--- src/rtl/alu_arbiter.sv ---
// rtl/alu_arbiter.sv - two-requester arbiter sharing one combinational alu, registered result
// Fixed priority with starvation limit by default; define ALU_ARB_ROUND_ROBIN_EN for round-robin.
package alu_arbiter_pkg;
  typedef enum logic [2:0] {
    ALU_ADD = 3'd0,
    ALU_SUB = 3'd1,
    ALU_AND = 3'd2,
    ALU_OR  = 3'd3,
    ALU_XOR = 3'd4,
    ALU_SLL = 3'd5,
    ALU_SRL = 3'd6,
    ALU_SRA = 3'd7
  } alu_operation_t;
endpackage

module alu_arbiter
  import alu_arbiter_pkg::*;
#(
  parameter int DATA_WIDTH      = 32,
  parameter int MAX_CONSECUTIVE = 4
) (
  input  logic                  clk,
  input  logic                  rst_n,

  input  logic                  req0_valid,
  output logic                  req0_ready,
  input  alu_operation_t        req0_operation,
  input  logic [DATA_WIDTH-1:0] req0_operand_1,
  input  logic [DATA_WIDTH-1:0] req0_operand_2,

  input  logic                  req1_valid,
  output logic                  req1_ready,
  input  alu_operation_t        req1_operation,
  input  logic [DATA_WIDTH-1:0] req1_operand_1,
  input  logic [DATA_WIDTH-1:0] req1_operand_2,

  output logic                  rsp0_valid,
  input  logic                  rsp0_ready,
  output logic [DATA_WIDTH-1:0] rsp0_result,

  output logic                  rsp1_valid,
  input  logic                  rsp1_ready,
  output logic [DATA_WIDTH-1:0] rsp1_result,

  output alu_operation_t        alu_operation,
  output logic [DATA_WIDTH-1:0] alu_operand_1,
  output logic [DATA_WIDTH-1:0] alu_operand_2,
  input  logic [DATA_WIDTH-1:0] alu_result
);

  typedef enum logic {
    IDLE    = 1'b0,
    RESPOND = 1'b1
  } state_t;

  state_t                state_q, state_d;
  logic                  owner_q, owner_d;
  logic [DATA_WIDTH-1:0] result_q, result_d;
  logic                  rsp0_valid_q, rsp0_valid_d;
  logic                  rsp1_valid_q, rsp1_valid_d;

`ifdef ALU_ARB_ROUND_ROBIN_EN
  logic                  last_grant_q, last_grant_d;
`else
  logic [3:0]            starve_q, starve_d;
`endif

  logic                  pick1_on_contention;
  logic                  grant0;
  logic                  grant1;
  logic                  rsp_handshake;

  // Winner selection; only meaningful in IDLE, so RESPOND masks both grants.
  always_comb begin
`ifdef ALU_ARB_ROUND_ROBIN_EN
    pick1_on_contention = ~last_grant_q;
`else
    pick1_on_contention = (starve_q == 4'(MAX_CONSECUTIVE));
`endif
    grant1 = (state_q == IDLE) && req1_valid && (!req0_valid || pick1_on_contention);
    grant0 = (state_q == IDLE) && req0_valid && !grant1;
  end

  assign req0_ready = grant0;
  assign req1_ready = grant1;

  always_comb begin
    alu_operation = ALU_ADD;
    alu_operand_1 = '0;
    alu_operand_2 = '0;
    if (grant0) begin
      alu_operation = req0_operation;
      alu_operand_1 = req0_operand_1;
      alu_operand_2 = req0_operand_2;
    end else if (grant1) begin
      alu_operation = req1_operation;
      alu_operand_1 = req1_operand_1;
      alu_operand_2 = req1_operand_2;
    end
  end

  assign rsp_handshake = (rsp0_valid_q && rsp0_ready) || (rsp1_valid_q && rsp1_ready);

  always_comb begin
    state_d      = state_q;
    owner_d      = owner_q;
    result_d     = result_q;
    rsp0_valid_d = rsp0_valid_q;
    rsp1_valid_d = rsp1_valid_q;
`ifdef ALU_ARB_ROUND_ROBIN_EN
    last_grant_d = last_grant_q;
`else
    starve_d     = starve_q;
`endif
    case (state_q)
      IDLE: begin
        if (grant0 || grant1) begin
          state_d      = RESPOND;
          owner_d      = grant1;
          result_d     = alu_result;
          rsp0_valid_d = grant0;
          rsp1_valid_d = grant1;
`ifdef ALU_ARB_ROUND_ROBIN_EN
          last_grant_d = grant1;
`else
          // Only req0 wins taken over a waiting req1 count toward starvation.
          if (grant0 && req1_valid) begin
            starve_d = starve_q + 4'd1;
          end else begin
            starve_d = '0;
          end
`endif
        end
      end
      RESPOND: begin
        if (rsp_handshake) begin
          state_d      = IDLE;
          rsp0_valid_d = 1'b0;
          rsp1_valid_d = 1'b0;
        end
      end
      default: begin
        state_d = IDLE;
      end
    endcase
  end

  always_ff @(posedge clk or negedge rst_n) begin
    if (!rst_n) begin
      state_q      <= IDLE;
      owner_q      <= 1'b0;
      result_q     <= '0;
      rsp0_valid_q <= 1'b0;
      rsp1_valid_q <= 1'b0;
`ifdef ALU_ARB_ROUND_ROBIN_EN
      last_grant_q <= 1'b1;
`else
      starve_q     <= '0;
`endif
    end else begin
      state_q      <= state_d;
      owner_q      <= owner_d;
      result_q     <= result_d;
      rsp0_valid_q <= rsp0_valid_d;
      rsp1_valid_q <= rsp1_valid_d;
`ifdef ALU_ARB_ROUND_ROBIN_EN
      last_grant_q <= last_grant_d;
`else
      starve_q     <= starve_d;
`endif
    end
  end

  assign rsp0_valid  = rsp0_valid_q;
  assign rsp1_valid  = rsp1_valid_q;
  assign rsp0_result = result_q;
  assign rsp1_result = result_q;

endmodule

--- config.mk ---
export PLATFORM = sky130hd
export DESIGN_NAME = alu_arbiter
export DESIGN_NICKNAME = d
export VERILOG_FILES = /design/src/rtl/alu_arbiter.sv
export SDC_FILE = /design/constraint.sdc
export NUM_CORES = 1
export LEC_CHECK = 0
export BUFFER_PORTS_ARGS = -buffer_cell sky130_fd_sc_hd__buf_2
export CORE_AREA = 5 5 116 118
export CTS_CLUSTER_DIAMETER = 80
export DETAILED_ROUTE_END_ITERATION = 12
export DIE_AREA = 0 0 121 123
export SLEW_MARGIN = 10
export SYNTH_ARGS = -nofsm -noshare
export SYNTH_HDL_FRONTEND = slang
export SYNTH_SLANG_ARGS = --single-unit
--- constraint.sdc ---
create_clock -name clk -period 2.7 [get_ports clk]
set_input_delay 0 -clock clk [delete_from_list [all_inputs] [get_ports clk]]
set_output_delay 0 -clock clk [all_outputs]
set_load 0.01 [all_outputs]
# Word level (Yosys, flattened, before mapping)
# Index checks and enable logic that the tools add are counted.
# totals
reg_bits,39
word_cells,39
out_inout_bits,135
inputBits,172
# op_classes
bitwise_logic,1
n_addsub,1
reduce_logical,14
eq_ne,3
muxes,15
# ops
cell,count
32-bit 2-to-1 mux,4
1-bit logical AND,7
3-bit 2-to-1 mux,2
1-bit one-hot mux with 2 select lines,3
1-bit 2-to-1 mux,5
"4-bit by 1-bit adder with 4-bit output, second input constant",1
"4-bit by 3-bit equality test with 1-bit output, second input constant",1
4-bit 2-to-1 mux,1
"2-bit by 1-bit != test with 1-bit output, second input constant",2
2-bit AND reduction,2
1-bit logical OR,3
1-bit logical NOT,2
1-bit inverter,1

# Depth between registers and ports, before layout
# logic_depth
word_depth,8
depth_mapped,8

# Worst setup path before layout
# OpenSTA, ideal clock, no wires.
# synth_path
path_type,reg2out
startpoint,register starve_q[0]
endpoint,output alu_operand_1[11]
arrival_ns,1.525
stages_incl_launch_ff,8
path_slack_ns,1.175
cell_sequence,dfrtp_1 > inv_1 > ha_1 > nand3b_1 > a211oi_2 > buf_4 > buf_6 > a22o_1
# synth_between
elab_chain_cells,6
word_cells_on_any_way,7
# synth_lines
element,line_no,text
from (decl),65,"logic [3:0] starve_q, starve_d;"
from (signal assigned),169,starve_q <= starve_d;
4-bit by 3-bit equality test with 1-bit output (*),78,pick1_on_contention = (starve_q == 4'(MAX_CONSECUTIVE));
1-bit logical OR (*),80,grant1 = (state_q == IDLE) && req1_valid && (!req0_valid || pick1_on_contention);
1-bit logical AND (*),80,
1-bit logical NOT,81,grant0 = (state_q == IDLE) && req0_valid && !grant1;
1-bit logical AND,81,
32-bit 2-to-1 mux (*),91,if (grant0) begin
to (decl),46,"output logic [DATA_WIDTH-1:0] alu_operand_1,"
# Every way passes the cells marked *; elsewhere a longest branch is shown, timed or not.

# Worst setup path after layout
# layout_path
startpoint,register starve_q[0]
endpoint,output alu_operation[0]
# layout_between
elab_chain_cells,6
word_cells_on_any_way,7
# layout_lines
element,line_no,text
4-bit by 3-bit equality test with 1-bit output (*),78,
1-bit logical OR (*),80,
1-bit logical AND (*),80,
1-bit logical NOT,81,
1-bit logical AND,81,
3-bit 2-to-1 mux (*),91,
to (decl),45,"output alu_operation_t alu_operation,"
# Marks and branches as above.

==> impl_metrics.yaml <==
setup_path:
  crit_cells: 7
  critical_path.endpoint: "alu_operation[0]"
  worstSetupEndpointType: "output port"
  slowest_delay_ns: 0.55
  worstPathMaxFanout: 69
  rr_startpoint: "starve_q[0]"
  critical_path.top_delay_family: "buffers and inverters"
  r2r_cells: 6
  start_kind: "flop"
  path_buf_inv: 3
  worstPathCellList: "inv_1, ha_1, nand3b_1, a211oi_4, buf_4, a22o_1, buf_2"
  slowest_stage: "buf_4"
  worstPathRequired_ns: 2.70
  reg2reg_setup_slack_ns: 0.90
  crit_start: "starve_q[0]"
  r2r_end: "rsp1_valid"
  critical_path_class: "flop to output port"
  arrival_ns: 2.34
yosys:
  ys_types: 22
  syn_area_sq_um: 2480
  postSynthCellCount: 221
  synth-seq-cells: 39
  synth_area_leaders: "dfrtp_1 39%, a22o_1 24%, mux2_2 15%, buf_4 10%, buf_2 3.0%"
  avgSynthCellArea_sq_um: 11.2
  synth_top_area_cell: "dfrtp_1"
  synth_top_cell_area_share_pct: 39.4
  yosysWarningCount: 0
  ys_seq_area_share_pct: 39.4
  syn_nets: 395
sta:
  setup_tns_ns: 0
  max_freq_mhz: 428
  slew_headroom_pct: 42.1
  rsz0062_at_grt: "no"
  period_share_pct: 86.6
  period_minus_slack_ns: 2.34
  skew_ns: 0.00530
  drv_slew: 0
  final-hold-violation-count: 0
  worst_slew_pin_slew_ns: 0.869
  finalSetupViolCount: 0
  whs_ns: 0.0320
  setup_slack_ns: 0.362
place:
  portBuffers: 306
  gp_congestion: 0.781
  placed_cells: 651
  pre_cts_ws_ns: 0.639
  dp_hpwl_mm: 9.88
route:
  wl_met3_mm: 1.11
  wl_met1_mm: 4.24
  via_per_inst: 4.29
  wl_per_cell_microns: 17.0
  wl_met2_mm: 6.37
  drt_iter0_markers: 130
  num_vias: 2972
  wl_mm: 11.8
  top_layer_used: "met4"
  drtAntennaViolNets: 0
  drc: 0
  dr.pass1.iters: 4
clock_tree:
  tritoncts: "built"
  cts_inserted_buffers: 5
  root_buffer: "clkbuf_16"
  clock_latency_ns: 0.28
  cts_buffer_depth: 2
  clk_pin_slew_ns: 0.05
  htree_num_levels: 2
  clkSinkCount: 39
  postCtsSetupBuffers: 0
power:
  p_leak_nw: 2.43
  powerDensity_nw_per_um2: 869
  ir_worst_vdd_mv: 0.479
die:
  initial_core_util_pct: 20.0
  die_h_microns: 123
  die_w_microns: 121
  core_area_sq_um: 12400
  rows: 41
  num_io_pins: 307
  dieArea_sq_um: 14900
grt:
  grt_max_degree: 70
  grt_pass1_vias: 2901
  grt.overflow.total: 0
  antenna_found_initial: 1
  grt_pass1_wl_mm: 16.3
  grt_usage_pct: 14.1
finish:
  stdcell_count: 692
  nets: 693
  final_common_cell: "buf_2"
  layout_common_cells: "306 x buf_2, 67 x a22o_1, 39 x dfrtp_1"
  antennaDiodeCount: 0
  area_growth_pct: 77.3
  drive_gt1_share_pct: 67.7
flow_run:
  max_cap_viol_count: 0
min_path:
  hold_path_class: "input port to flop"
status:
  outcome: "completed"
## where the power goes
group / leakage, nW / switching [mW] / internal [mW] / total, mW
registers: 0.465 / 0.211 / 0.872 / 1.08
logic: 1.89 / 1.08 / 1.07 / 2.14
clock network: 0.0741 / 0.221 / 0.369 / 0.590
## kinds of logic after synthesis
group | Yosys count | share of synthesized area (%)
compound gates | 78 | 27.1
flops | 39 | 39.4
mux | 32 | 14.6
simple gates | 13 | 2.63
buf+inv | 57 | 15.3
fa+ha+maj | 2 | 1.01
## worst min path at each step
| stage | slack (ns) | endpoint | from | depth (start not counted) |
|---|---|---|---|---|
| after floorplan | -0.30 | rsp0_result[0] | rst_n | 0 |
| after global placement | 0.15 | rsp0_result[12] | rst_n | 1 |
| after detailed placement | 0.18 | rsp0_result[12] | rst_n | 1 |
| after CTS | 0.02 | state_q | rsp1_ready | 4 |
| after global routing | 0.03 | state_q | rsp1_ready | 4 |
| final | 0.03 | state_q | rsp1_ready | 4 |
## flip-flops by register name, indices dropped and copies added (netlist names)
| name | flops |
|---|---|
| rsp0_result | 32 |
| starve_q | 4 |
| rsp1_valid | 1 |
| rsp0_valid | 1 |
| state_q | 1 |
## Yosys cell counts
cell type,count
a22o_1,67
dfrtp_1,39
buf_4,33
mux2_2,32
buf_2,15
inv_1,6
nand2_1,6
buf_6,3
a21o_1,2
ha_1,2
nand3_1,2
nand4_1,2
o21a_1,2
o21ai_0,2
a211oi_2,1
a22oi_1,1
nand3b_1,1
nor2b_1,1
o211ai_1,1
o21bai_1,1
o311ai_0,1
or2_2,1
## metrics by stage
| stage | util [%] | area (sq um) | power [mW] |
|---|---|---|---|
| 2_1_floorplan | - | 2480 | 2.58 |
| 3_3_place_gp | 31.6 | 3910 | 3.19 |
| 3_5_place_dp | 31.6 | 3910 | 3.23 |
| 4_1_cts | 35.5 | 4390 | 3.88 |
| 5_1_grt | 35.5 | 4390 | 4.10 |
| 6_report | 35.5 | 4390 | 3.82 |
## area by class of cell
class / instances / area [sq um]
tap: 172 / 215
clock buffer: 7 / 143
multi-input combinational: 125 / 1140
inverter: 6 / 22.5
clock inverter: 1 / 8.76
fill: 1240 / 7970
sequential: 39 / 976
timing repair buffer: 342 / 1880
## timing repair
item / 4_1_cts / 5_1_grt
hold buffers: 33 / 0
endpoints found under the hold margin: 71 / 0
resized for setup: 0 / 0
## metal layers
layer	track usage, %	up-vias
met3	2.88	4
met4	2.12	0
met5	0	-
li1	-	1391
met2	26.8	181
met1	16.6	1396
## worst register-to-register path, delay by kind of cell, from the launching register on
| kind | cells | cell delay [ns] |
|---|---|---|
| buffers and inverters | 2 | 0.62 |
| AND/OR/NAND/NOR | 1 | 0.16 |
| adder cells (fa/ha/maj) | 1 | 0.13 |
| AO/OA/AOI/OAI | 2 | 0.41 |
| flip-flops | 1 | 0.42 |
Power figures use the tool's default switching activity.
